[src/rtl/fetch_align_queue_pkg.sv]
// Shared definitions for the fetch/align queue: FSM encoding, widths, RVC detect.
package fetch_align_queue_pkg;

  localparam int unsigned INSTR_W = 32;
  localparam int unsigned HALF_W  = 16;

  typedef enum logic [1:0] {
    FQ_IDLE = 2'd0,
    FQ_REQ  = 2'd1,
    FQ_DROP = 2'd2
  } fq_state_e;

  // Little-endian instruction-memory word split into halfwords
  typedef struct packed {
    logic [HALF_W-1:0] hi;
    logic [HALF_W-1:0] lo;
  } fetch_word_t;

  function automatic logic is_rvc(input logic [HALF_W-1:0] h);
    return h[1:0] != 2'b11;
  endfunction

endpackage

[src/rtl/fetch_align_queue_halfword_fifo.sv]
// Circular halfword queue: 0/1/2-entry push and pop per cycle, synchronous flush.
module fetch_align_queue_halfword_fifo
  import fetch_align_queue_pkg::*;
#(
  parameter int unsigned QDEPTH = 6,
  parameter int unsigned DW     = HALF_W,
  parameter int unsigned CW     = $clog2(QDEPTH + 1)
) (
  input  logic          clk,
  input  logic          rst_n,
  input  logic          i_flush,
  input  logic [1:0]    i_push_n,
  input  logic [DW-1:0] i_d0,
  input  logic [DW-1:0] i_d1,
  input  logic [1:0]    i_pop_n,
  output logic [DW-1:0] o_head0,
  output logic [DW-1:0] o_head1,
  output logic [CW-1:0] o_count
);

  localparam int unsigned PW = $clog2(QDEPTH);

  logic [DW-1:0] r_mem [QDEPTH];
  logic [PW-1:0] r_rd;
  logic [PW-1:0] r_wr;
  logic [CW-1:0] r_cnt;
  logic [PW-1:0] w_rd1;
  logic [PW-1:0] w_wr1;

  // Pointer advance modulo QDEPTH (depth need not be a power of two)
  function automatic logic [PW-1:0] ptr_add(input logic [PW-1:0] p, input logic [1:0] n);
    logic [PW:0] s;
    s = {1'b0, p} + (PW+1)'(n);
    if (s >= (PW+1)'(QDEPTH)) s = s - (PW+1)'(QDEPTH);
    return s[PW-1:0];
  endfunction

  assign w_rd1   = ptr_add(r_rd, 2'd1);
  assign w_wr1   = ptr_add(r_wr, 2'd1);
  assign o_head0 = r_mem[r_rd];
  assign o_head1 = r_mem[w_rd1];
  assign o_count = r_cnt;

  always_ff @(posedge clk or negedge rst_n) begin
    if (!rst_n) begin
      r_rd  <= '0;
      r_wr  <= '0;
      r_cnt <= '0;
      for (int unsigned i = 0; i < QDEPTH; i++) r_mem[i] <= '0;
    end else if (i_flush) begin
      r_rd  <= '0;
      r_wr  <= '0;
      r_cnt <= '0;
    end else begin
      if (i_push_n != 2'd0) r_mem[r_wr]  <= i_d0;
      if (i_push_n == 2'd2) r_mem[w_wr1] <= i_d1;
      r_wr  <= ptr_add(r_wr, i_push_n);
      r_rd  <= ptr_add(r_rd, i_pop_n);
      r_cnt <= r_cnt + CW'(i_push_n) - CW'(i_pop_n);
    end
  end

endmodule

[src/rtl/fetch_align_queue.sv]
// Prefetch/align stage: fetches aligned words, queues halfwords, presents one raw instruction
// per handshake. Define FETCH_COMPRESSED_EN for 16-bit (RVC) instruction support.
module fetch_align_queue
  import fetch_align_queue_pkg::*;
#(
  parameter int unsigned ADDR_W = 8,
  parameter int unsigned QDEPTH = 6
) (
  input  logic               clk,
  input  logic               rst,
  output logic               imem_req,
  output logic [ADDR_W-1:0]  imem_addr,
  input  logic               imem_rvalid,
  input  logic [INSTR_W-1:0] imem_rdata,
  input  logic               redirect_valid,
  input  logic [ADDR_W-1:0]  redirect_addr,
  output logic               if_valid,
  input  logic               if_ready,
  output logic [INSTR_W-1:0] if_instr,
  output logic [ADDR_W-1:0]  if_pc,
  output logic               if_step,
  output logic               if_misalign
);

  localparam int unsigned CW = $clog2(QDEPTH + 1);

  fq_state_e         r_state;
  fq_state_e         w_state_nxt;
  logic [ADDR_W-1:0] r_fpc;
  logic [ADDR_W-1:0] r_pc;
  logic [ADDR_W-1:0] r_req_addr;
  logic              r_req;
  logic              r_skip_lo;
  logic              w_push_en;
  logic              w_pop;
  logic              w_room;
  logic [1:0]        w_push_n;
  logic [1:0]        w_pop_n;
  logic [HALF_W-1:0] w_d0;
  logic [HALF_W-1:0] w_d1;
  logic [HALF_W-1:0] w_head0;
  logic [HALF_W-1:0] w_head1;
  logic [CW-1:0]     w_count;
  fetch_word_t       w_word;
  logic              w_unused_addr0;

  assign w_word         = imem_rdata;
  assign w_unused_addr0 = redirect_addr[0];
  assign w_room         = (CW'(QDEPTH) - w_count) >= CW'(2);

  always_comb begin
    w_state_nxt = r_state;
    w_push_en   = 1'b0;
    unique case (r_state)
      FQ_IDLE: if (!redirect_valid && w_room) w_state_nxt = FQ_REQ;
      FQ_REQ: begin
        if (imem_rvalid) begin
          w_state_nxt = FQ_IDLE;
          w_push_en   = !redirect_valid;
        end else if (redirect_valid) begin
          w_state_nxt = FQ_DROP;
        end
      end
      FQ_DROP: if (imem_rvalid) w_state_nxt = FQ_IDLE;
      default: w_state_nxt = FQ_IDLE;
    endcase
  end

  // After a redirect into the upper half of a word, the first push keeps only that half
  assign w_push_n = !w_push_en ? 2'd0 : (r_skip_lo ? 2'd1 : 2'd2);
  assign w_d0     = r_skip_lo ? w_word.hi : w_word.lo;
  assign w_d1     = w_word.hi;

  fetch_align_queue_halfword_fifo #(
    .QDEPTH (QDEPTH),
    .DW     (HALF_W),
    .CW     (CW)
  ) u_fifo (
    .clk      (clk),
    .rst_n    (rst),
    .i_flush  (redirect_valid),
    .i_push_n (w_push_n),
    .i_d0     (w_d0),
    .i_d1     (w_d1),
    .i_pop_n  (w_pop_n),
    .o_head0  (w_head0),
    .o_head1  (w_head1),
    .o_count  (w_count)
  );

`ifdef FETCH_COMPRESSED_EN
  logic w_rvc;
  assign w_rvc       = is_rvc(w_head0);
  assign if_valid    = (w_count >= CW'(1) && w_rvc) || w_count >= CW'(2);
  assign if_step     = w_rvc;
  assign if_instr    = w_rvc ? {HALF_W'(0), w_head0} : {w_head1, w_head0};
  assign if_misalign = 1'b0;
`else
  logic r_misalign;
  // Halfword-aligned targets are unsupported without RVC; lock out until reset
  always_ff @(posedge clk or negedge rst) begin
    if (!rst) r_misalign <= 1'b0;
    else if (redirect_valid && redirect_addr[1]) r_misalign <= 1'b1;
  end
  assign if_valid    = !r_misalign && w_count >= CW'(2);
  assign if_step     = 1'b0;
  assign if_instr    = {w_head1, w_head0};
  assign if_misalign = r_misalign;
`endif

  assign w_pop     = if_valid && if_ready && !redirect_valid;
  assign w_pop_n   = !w_pop ? 2'd0 : (if_step ? 2'd1 : 2'd2);
  assign imem_req  = r_req;
  assign imem_addr = r_req_addr;
  assign if_pc     = r_pc;

  always_ff @(posedge clk or negedge rst) begin
    if (!rst) begin
      r_state    <= FQ_IDLE;
      r_req      <= 1'b0;
      r_req_addr <= '0;
      r_fpc      <= '0;
      r_pc       <= '0;
      r_skip_lo  <= 1'b0;
    end else begin
      r_state <= w_state_nxt;
      r_req   <= (w_state_nxt != FQ_IDLE);
      if (r_state == FQ_IDLE && w_state_nxt == FQ_REQ) r_req_addr <= r_fpc;
      if (redirect_valid) begin
        r_fpc     <= {redirect_addr[ADDR_W-1:2], 2'b00};
        r_pc      <= {redirect_addr[ADDR_W-1:1], 1'b0};
        r_skip_lo <= redirect_addr[1];
      end else begin
        if (w_push_en) begin
          r_fpc     <= r_fpc + ADDR_W'(4);
          r_skip_lo <= 1'b0;
        end
        if (w_pop) r_pc <= r_pc + (if_step ? ADDR_W'(2) : ADDR_W'(4));
      end
    end
  end

endmodule
[config.mk]
export PLATFORM = sky130hd
export DESIGN_NAME = fetch_align_queue
export DESIGN_NICKNAME = d
export VERILOG_FILES = /design/src/rtl/fetch_align_queue_pkg.sv /design/src/rtl/fetch_align_queue_halfword_fifo.sv /design/src/rtl/fetch_align_queue.sv
export SDC_FILE = /design/constraint.sdc
export NUM_CORES = 1
export LEC_CHECK = 0
export ABC_CLOCK_PERIOD_IN_PS = 3800
export CAP_MARGIN = 30
export CORE_MARGIN = 5
export CORE_UTILIZATION = 35
export DETAILED_ROUTE_END_ITERATION = 7
export SLEW_MARGIN = 20
export SYNTH_ARGS = -nofsm -noshare
export SYNTH_HDL_FRONTEND = slang
export SYNTH_SLANG_ARGS = --single-unit
[constraint.sdc]
create_clock -name clk -period 3.8 [get_ports clk]
set_input_delay 0.57 -clock clk [delete_from_list [all_inputs] [get_ports clk]]
set_output_delay 0.57 -clock clk [all_outputs]
set_load 0.05 [all_outputs]
==> results by stage, run 1 <==
Run status:
- The run finished with clean final reports.

Final layout:
- 0 antenna diodes ended up in the layout.
- From synthesis to final layout, the design area changed by 28.0%.
- The ratio of cells with drive above 1 in the final layout is 23.0%.
- The utilization after layout is 45.4%.
- The post-layout net count is 857.

Placed design:
- Port buffering added 91 buffers.
- The HPWL after detailed placement is 14600 µm.
- The final weighted congestion of routability-driven global placement is 0.813.
- Before CTS, the worst setup slack after placement is 872 ps.

Pwr:
- Across the VDD grid, the largest voltage drop is 0.335 mV.
- The leakage dissipation is 3.64 nW.
- The combinational share of power is 31.5%.
- The net switching power is 1.76 mW.
- Power comes to 5.31 mW.
- The share of total power in the clock network is 34.7%.
- In this run, flip-flops and latches consume 33.7% of the power.
- Cell internal power was estimated by the tool at 3.55 mW.
- In this run the power density over the cells is 580 nW/µm².
- In this run switching power makes up 33.1% of total power.

STA:
- Setup violations remaining at the end of the flow were counted as 0.
- The worst hold margin is 200 ps.
- For the final routed database, the setup TNS stands at 0 ps.
- The number of hold-slack violations in the final timing report came to 0.
- The worst-margin pin slew is 751 ps.
- The setup slack after layout is 511 ps.
- For the final database, setup skew stands at 7.63 ps.
- For this run, the top clock speed supported by timing is 304 MHz.
- Setup repair after global routing left no endpoint under its margin.
- The clock period could shrink to 3290 ps.
- The remaining max-slew budget at the tightest pin is 48.5%.
- The max-slew violation total from the final report is 0.
- The final critical path takes up 86.5% of the cycle.

Yosys:
- The number of cells produced by synthesis is 710.
- For this run, the leading register cell type out of synthesis is sky130_fd_sc_hd__dfrtp_1.
- Sequential elements use 44.7% of the synthesized area.
- The synthesized cell area is 7160 µm².
- During synthesis, Yosys emitted a total of 0 warnings.
- The distinct cell type count of the synthesized netlist is 56.
- The largest area contributor in the netlist is sky130_fd_sc_hd__dfrtp_1.
- The per-instance average area after synthesis is 10.1 µm².
- The synthesized design contains 0 enable-type register cells.
- In the post-synthesis netlist, the biggest area contributors are sky130_fd_sc_hd__dfrtp_1 (45%), sky130_fd_sc_hd__o221a_2 (9.8%), sky130_fd_sc_hd__mux2i_1 (7.5%).
- The async set-or-reset flop fraction in the synthesized netlist is 100%.
- Counting flops and latches in the post-synthesis netlist gives 128.
- The top cell type's share of synthesized area is 44.7%.

Routing:
- In this run, the number of DRC markers left after iteration 0 of detailed routing was 457.
- The routed wire length is 22100 µm.
- The final antenna-violating net count is 0.
- The detailed router placed 5841 vias in this run.
- After detailed routing, the number of vias per cell comes to 5.42.
- The number of optimization iterations in the first detailed-route pass is 5.
- The final routed DRC violation total is 0.
- The final routed wire length divided by cell count is 20.5 µm.

Clocking:
- Clock tree synthesis inserted a total of 17 buffers.
- The H-tree was split into 4 levels.
- The clock tree root buffer cell is sky130_fd_sc_hd__clkbuf_16.
- The clock tree buffer depth is 2.
- Clock-pin slew was measured on the worst setup and hold paths at 60 ps.
- In this run the post-CTS setup repair buffer count came out at 0.
- The post-cts gate resize count is 0.
- The clock tree from TritonCTS is done.
- In this run, post-CTS hold repair placed 0 buffers.
- For the worst-skew pair, the clock arrives at the later sink with an insertion delay of 420 ps.
- For this design, the sink count on the clock tree is 128.

Die:
- The top-level port count is 97.
- In this run the core area contains 52 standard-cell rows.
- The y dimension of the die is 153 µm.
- The die width is 153 µm.
- The core area is 20200 µm².
- The starting density of the core is 35.5%.
- The die area is 23400 µm².

GRT:
- The via count of the first global-routing pass was 6056.
- The number of antenna violations at the first check in global routing is 0.
- The wire length of the first global-routing pass is 35400 µm.
- Global routing finished with a remaining overflow of 0.
- Entering global routing, the biggest net connects 56 pins.
- For this run, the total global-route usage over all layers was measured as 19.1%.

Job:
- Across the run, the number of max-cap violations was 0.

Setup path:
- Along the worst path, the maximum fanout reaches 13.
- STA classifies the critical path endpoint as a primary output.
- The number of cell instances on the worst register-to-register path is 8.
- The critical path startpoint category is a register.
- The critical path data required time is 3230 ps.
- In this run the register-to-register setup slack is 880 ps.
- The worst register-to-register path ends at u_fifo.r_mem[20]$_DFFE_PN0N_.
- The launch point of the worst reg-to-reg path is u_fifo.r_wr[1]$_DFF_PN0_.
- Data on the critical path arrives at its endpoint at 2720 ps.
- The classification of the worst setup path is reg2out.

Worst hold path:
- The type of the tightest min-delay check is in2async.
[through the flow]
step,cells,area [µm²]
floorplan,713,7170
global placement,1045,8500
detailed placement,1045,8500
CTS,1077,9170
global route,1077,9170
finish,1077,9170
[how the worst max path moves through the flow]
stage / start / endpoint / slack, ps
4_1_cts: u_fifo.r_rd[1]$_DFF_PN0_ / if_instr[19] / 550
3_5_place_dp: imem_rvalid / u_fifo.r_wr[1]$_DFF_PN0_ / 870
2_1_floorplan: u_fifo.r_rd[2]$_DFF_PN0_ / if_instr[16] / 190
6_report: u_fifo.r_rd[1]$_DFF_PN0_ / if_instr[19] / 510
5_1_grt: u_fifo.r_rd[1]$_DFF_PN0_ / if_instr[19] / 490
3_3_place_gp: imem_rvalid / u_fifo.r_wr[2]$_DFF_PN0_ / 890
[logic make-up (layout without fill, tap and decap cells)]
family                     Yosys count  count (layout)  share of synthesized area, %
adders and majority gates           18              18                          3.46
and+or+nand+nor                    226             226                          15.3
AOI/OAI and AO/OA                  180             180                          19.9
other                                1               4                        0.0524
muxes                               68              68                          9.75
xor gates and xnor gates            16              16                          1.96
DFF                                128             128                          44.7
buffers and inverters               73             167                          4.84
[cell type report]
type                       instances  area, µm²
multi-input combinational        512       3630
inverter                          16       60.1
timing repair buffer             119       1270
fill                            1915      11000
sequential                       128       3200
clock buffer                      20        457
clock inverter                    12        206
tap                              270        338
[cell usage in the layout, fill, tap and decap left out, types with 3 or more instances in the layout]
cell / count
sky130_fd_sc_hd__nor3_4: 3
sky130_fd_sc_hd__clkinvlp_4: 3
sky130_fd_sc_hd__ha_1: 15
sky130_fd_sc_hd__a22oi_1: 7
sky130_fd_sc_hd__nand2b_1: 9
sky130_fd_sc_hd__a21oi_1: 13
sky130_fd_sc_hd__buf_12: 18
sky130_fd_sc_hd__nor2_1: 39
sky130_fd_sc_hd__o21ai_0: 55
sky130_fd_sc_hd__bufinv_16: 5
sky130_fd_sc_hd__clkdlybuf4s50_1: 61
sky130_fd_sc_hd__o221a_2: 62
sky130_fd_sc_hd__conb_1: 4
sky130_fd_sc_hd__mux2_2: 14
sky130_fd_sc_hd__clkbuf_16: 17
sky130_fd_sc_hd__o211ai_1: 15
sky130_fd_sc_hd__nor3_1: 6
sky130_fd_sc_hd__inv_1: 16
sky130_fd_sc_hd__and3_1: 5
sky130_fd_sc_hd__o21a_1: 10
sky130_fd_sc_hd__nand3_1: 4
sky130_fd_sc_hd__o21ai_2: 3
sky130_fd_sc_hd__or2_2: 7
sky130_fd_sc_hd__buf_4: 39
sky130_fd_sc_hd__xnor2_1: 14
sky130_fd_sc_hd__nand2_1: 124
sky130_fd_sc_hd__mux2i_1: 54
sky130_fd_sc_hd__nor2b_1: 6
sky130_fd_sc_hd__dfrtp_1: 128
sky130_fd_sc_hd__nand4_1: 5
sky130_fd_sc_hd__fa_1: 3
sky130_fd_sc_hd__a32oi_1: 6
[sequential cells by signal, summed over array words and instances, names as in the netlist]
| register | count |
|---|---|
| u_fifo.o_count | 3 |
| u_fifo.r_wr | 3 |
| if_misalign | 1 |
| imem_req | 1 |
| imem_addr | 6 |
| u_fifo.r_rd | 2 |
| u_fifo.r_mem | 96 |
| if_pc | 7 |
| r_skip_lo | 1 |
| r_fpc | 6 |
| r_state | 2 |
[critical path: stages, from the launching register on]
cell,delay (ps)
sky130_fd_sc_hd__dfrtp_1,520
sky130_fd_sc_hd__ha_1,480
sky130_fd_sc_hd__nor2b_1,390
sky130_fd_sc_hd__buf_4,330
sky130_fd_sc_hd__nand2_1,80
sky130_fd_sc_hd__o21ai_0,280
sky130_fd_sc_hd__buf_12,220
[metal layers]
metal  GRT usage (%)  vias to the layer above  routed length (µm)  part of all wire, %
li1                -                     2740                   -                    -
met5               0                        -                   0                    0
met1            26.3                     2905               10200                   46
met4            5.94                        0                 363                  1.6
met2            30.3                      171               10300                   47
met3            3.90                       25                1220                  5.5
[synth_stat cells, types with 14 or more instances]
master                       n
sky130_fd_sc_hd__clkbuf_1   30
sky130_fd_sc_hd__dfrtp_1   128
sky130_fd_sc_hd__ha_1       15
sky130_fd_sc_hd__inv_1      16
sky130_fd_sc_hd__mux2_2     14
sky130_fd_sc_hd__mux2i_1    54
sky130_fd_sc_hd__nand2_1   124
sky130_fd_sc_hd__nor2_1     39
sky130_fd_sc_hd__o211ai_1   15
sky130_fd_sc_hd__o21ai_0    55
sky130_fd_sc_hd__o221a_2    62
sky130_fd_sc_hd__xnor2_1    14
[power groups by stage]
stage / clock (mW) / sequential [mW] / combinational, mW
after floorplan: 0 / 1.85 / 0.944
after global placement: 0 / 1.81 / 1.68
after detailed placement: 0 / 1.81 / 1.69
after CTS: 1.87 / 1.79 / 1.69
after global routing: 1.93 / 1.83 / 1.77
final: 1.85 / 1.79 / 1.68
(Power assumes the default switching activity.)
==> run 2: changes to the inputs <==
- CTS_CLUSTER_SIZE: unset -> 20
==> results of run 2 <==
Same layout as run 1: the final DEF is identical, and so are final timing and power.
==> run 3: changes to the inputs <==
- GPL_ROUTABILITY_DRIVEN: unset -> 0
- GPL_TIMING_DRIVEN: unset -> 0
==> results by stage, run 3 (same netlist as run 1, synthesis figures left out) <==
Run status:
- The flow ran to the end, and the final reports show no timing, DRC or antenna violations.

STA:
- The worst-margin pin slew is 886 ps (+135 ps).
- The post-route clock period utilization is 95.6% (+9.0 points).
- The fmax is 275 MHz (-9.5%).
- The number of hold-slack violations in the final timing report came to 0 (unchanged).
- The final setup violation count is 0 (unchanged).
- The post-route minimum period was 3630 ps (+343 ps).
- The clock skew was 4.97 ps (-2.66 ps).
- The setup slack after layout was 168 ps (-343 ps).
- The remaining max-slew budget at the tightest pin is 39.2% (-9.3 points).
- The max-slew violation total from the final report is 0 (unchanged).

Setup path:
- The delay of the slowest cell on the worst path is 440 ps (-80 ps).
- The maximum fanout count along the critical path is 10 (-3).
- The critical path buffer and inverter count came to 5 (+3).
- The critical path goes through clkbuf_4, buf_4, inv_1, ha_2, buf_2, mux2i_1, o21ai_0, clkdlybuf4s15_2.
- On the critical path, the stage with the largest delay is an instance of sky130_fd_sc_hd__clkdlybuf4s15_2.
- The worst register-to-register path begins at r_skip_lo$_DFFE_PN0N_.
- The critical path startpoint category is a register.
- In this run the worst setup path begins at u_fifo.r_rd[2]$_DFF_PN0_.
- The classification of the worst setup path is reg2out.
- The cell family contributing the most delay on the critical path is buffers and inverters.
- STA classifies the critical path endpoint as a primary output.
- The data arrival time at the worst-slack endpoint came to 3060 ps (+340 ps).
- The critical path data required time was 3230 ps (about the same).
- The setup slack of the worst register-to-register path was 880 ps (about the same).

GRT:
- The total routing usage reported by global routing was 18.8% (-0.26 points).
- The via count of the first global-routing pass is 5956 (-1.7%).
- The maximum number of pins on one net before global-route repair is 75 (+34%).
- The wire length of the first global-routing pass was 34900 µm (-1.6%).
- The number of antenna violations at the first check in global routing came to 0 (unchanged).
- The total overflow reported by the global router was 0 (unchanged).

Routing:
- The final antenna-violating net count is 0 (unchanged).
- The routed wire length is 21900 µm (-0.68%).
- The via count normalized by instance count is 5.35 (-1.4%).
- The number of vias in the routed layout is 5899 (+0.99%).
- The number of optimization iterations in the first detailed-route pass is 5 (unchanged).
- The final routed DRC violation total was 0 (unchanged).
- The final routed wire length divided by cell count is 19.9 µm (-3.0%).
- The initial detailed-routing violation count is 356 (-22%).

Clocking:
- The sink count of the clock tree came to 128 (unchanged).
- TritonCTS built the clock tree.
- The clock tree root buffer cell is sky130_fd_sc_hd__clkbuf_16.
- The number of CTS-inserted buffers came to 17 (unchanged).
- The post-CTS setup buffer count is 0 (unchanged).
- The H-tree level count came to 4 (unchanged).
- The latest clock arrival within the worst-skew pair is 420 ps (about the same).
- The clock-pin transition on the worst setup and hold timing paths is 60 ps (about the same).
- The clock tree buffer depth was 2 (unchanged).

Die:
- The top-level port count is 97 (unchanged).
- The starting density of the core was 35.5% (unchanged).
- The die area is 23400 µm² (unchanged).
- The number of rows created at floorplan is 52 (unchanged).
- The core area is 20200 µm² (unchanged).
- The die width is 153 µm (unchanged).
- The y dimension of the die came to 153 µm (unchanged).

Final layout:
- The post-route non-filler standard cell count was 1103 (+2.4%).
- Leaving out fill and tap cells, the most frequent cells in the layout are sky130_fd_sc_hd__dfrtp_1 (128), sky130_fd_sc_hd__nand2_1 (124), sky130_fd_sc_hd__clkdlybuf4s50_1 (73).
- The most frequent standard cell in the layout excluding fill and tap cells is sky130_fd_sc_hd__dfrtp_1.
- The synthesis-to-layout area growth is 26.1%.
- The utilization after layout came to 44.8% (-0.67 points).
- The antenna diode count was 0 (unchanged).
- The final cell area excluding filler cells was 9030 µm² (-1.5%).
- The ratio of cells with drive above 1 in the final layout is 19.7% (-3.4 points).
- The post-layout net count is 885 (+3.3%).
- The flip-flop count of the largest register after layout is 96 (unchanged).
- The register with the most flip-flops in the final layout is u_fifo.r_mem.

Pwr:
- The power per cell area is 547 nW/µm² (-5.6%).
- The leakage dissipation came to 3.56 nW (-2.3%).
- The maximum VDD drop was 0.325 mV (-3.0%).

Job:
- The total of max-cap violations is 0 (unchanged).

Placed design:
- The cell area after placement is 8440 µm² (-0.69%).
- The number of input and output port buffers inserted was 90 (-1.1%).
- The HPWL after detailed placement is 15900 µm (+8.6%).
- The cell total after placement is 1074 (+2.8%).
- The worst slack at placement was -823 ps (-1690 ps).

Worst hold path:
- The tightest min-delay check is of the in2async type.
## run 3: cell types whose count changed in the layout (fill, tap and decap cells not counted), sizes merged
| cell | delta |
|---|---|
| dlygate4sd2 | +6 |
| clkdlybuf4s15 | +9 |
| clkbuf | +32 |
| buf | -28 |
| clkdlybuf4s50 | +12 |
| clkinvlp | -3 |
| inv | -1 |
| bufinv | -2 |
| clkinv | +1 |
## run 3: worst paths after layout
path	to	depth (start not counted)
min in group clk	u_fifo.r_mem[72]$_DFFE_PN0N_	1
max reg2reg	u_fifo.r_wr[2]$_DFF_PN0_	11
max in group asynchronous	u_fifo.r_mem[52]$_DFFE_PN0N_	2
max	if_instr[19]	8
min	u_fifo.r_mem[94]$_DFFE_PN0N_	1
min reg2reg	u_fifo.r_mem[72]$_DFFE_PN0N_	1
## run 3: final cells by class
class                      count  area, µm²
fill                        1943      11100
inverter                      16       60.1
clock inverter                 7        110
multi-input combinational    512       3630
clock buffer                  23        468
sequential                   128       3200
tap                          270        338
buffer                        56        292
timing repair buffer          91        932
## run 3: routing by layer
metal	up-vias	global-route usage, %	routed length, µm
li1	2795	-	-
met1	2877	25.8	9940
met2	197	29.1	10100
met3	30	5.17	1510
met4	0	5.77	419
met5	-	0	0
## run 3: what timing repair did
item,in CTS,in global routing
endpoints found under the setup margin,26,18
cloned,0,0
gates resized for setup,51,5
hold buffers,0,0
## run 3: where the power goes
part           internal [mW]  switching [mW]
combinational          0.590           0.932
clock                   1.05           0.589
sequential              1.62           0.158
## run 3: metrics by stage
step	hold WS (ps)	TNS (ps)	total power, mW
final	60.8	0	4.94
after global routing	83.5	-38.7	5.16
after CTS	75.5	0	4.98
after detailed placement	480	-9500	3.35
after global placement	475	-418280	3.34
after floorplan	274	0	2.79
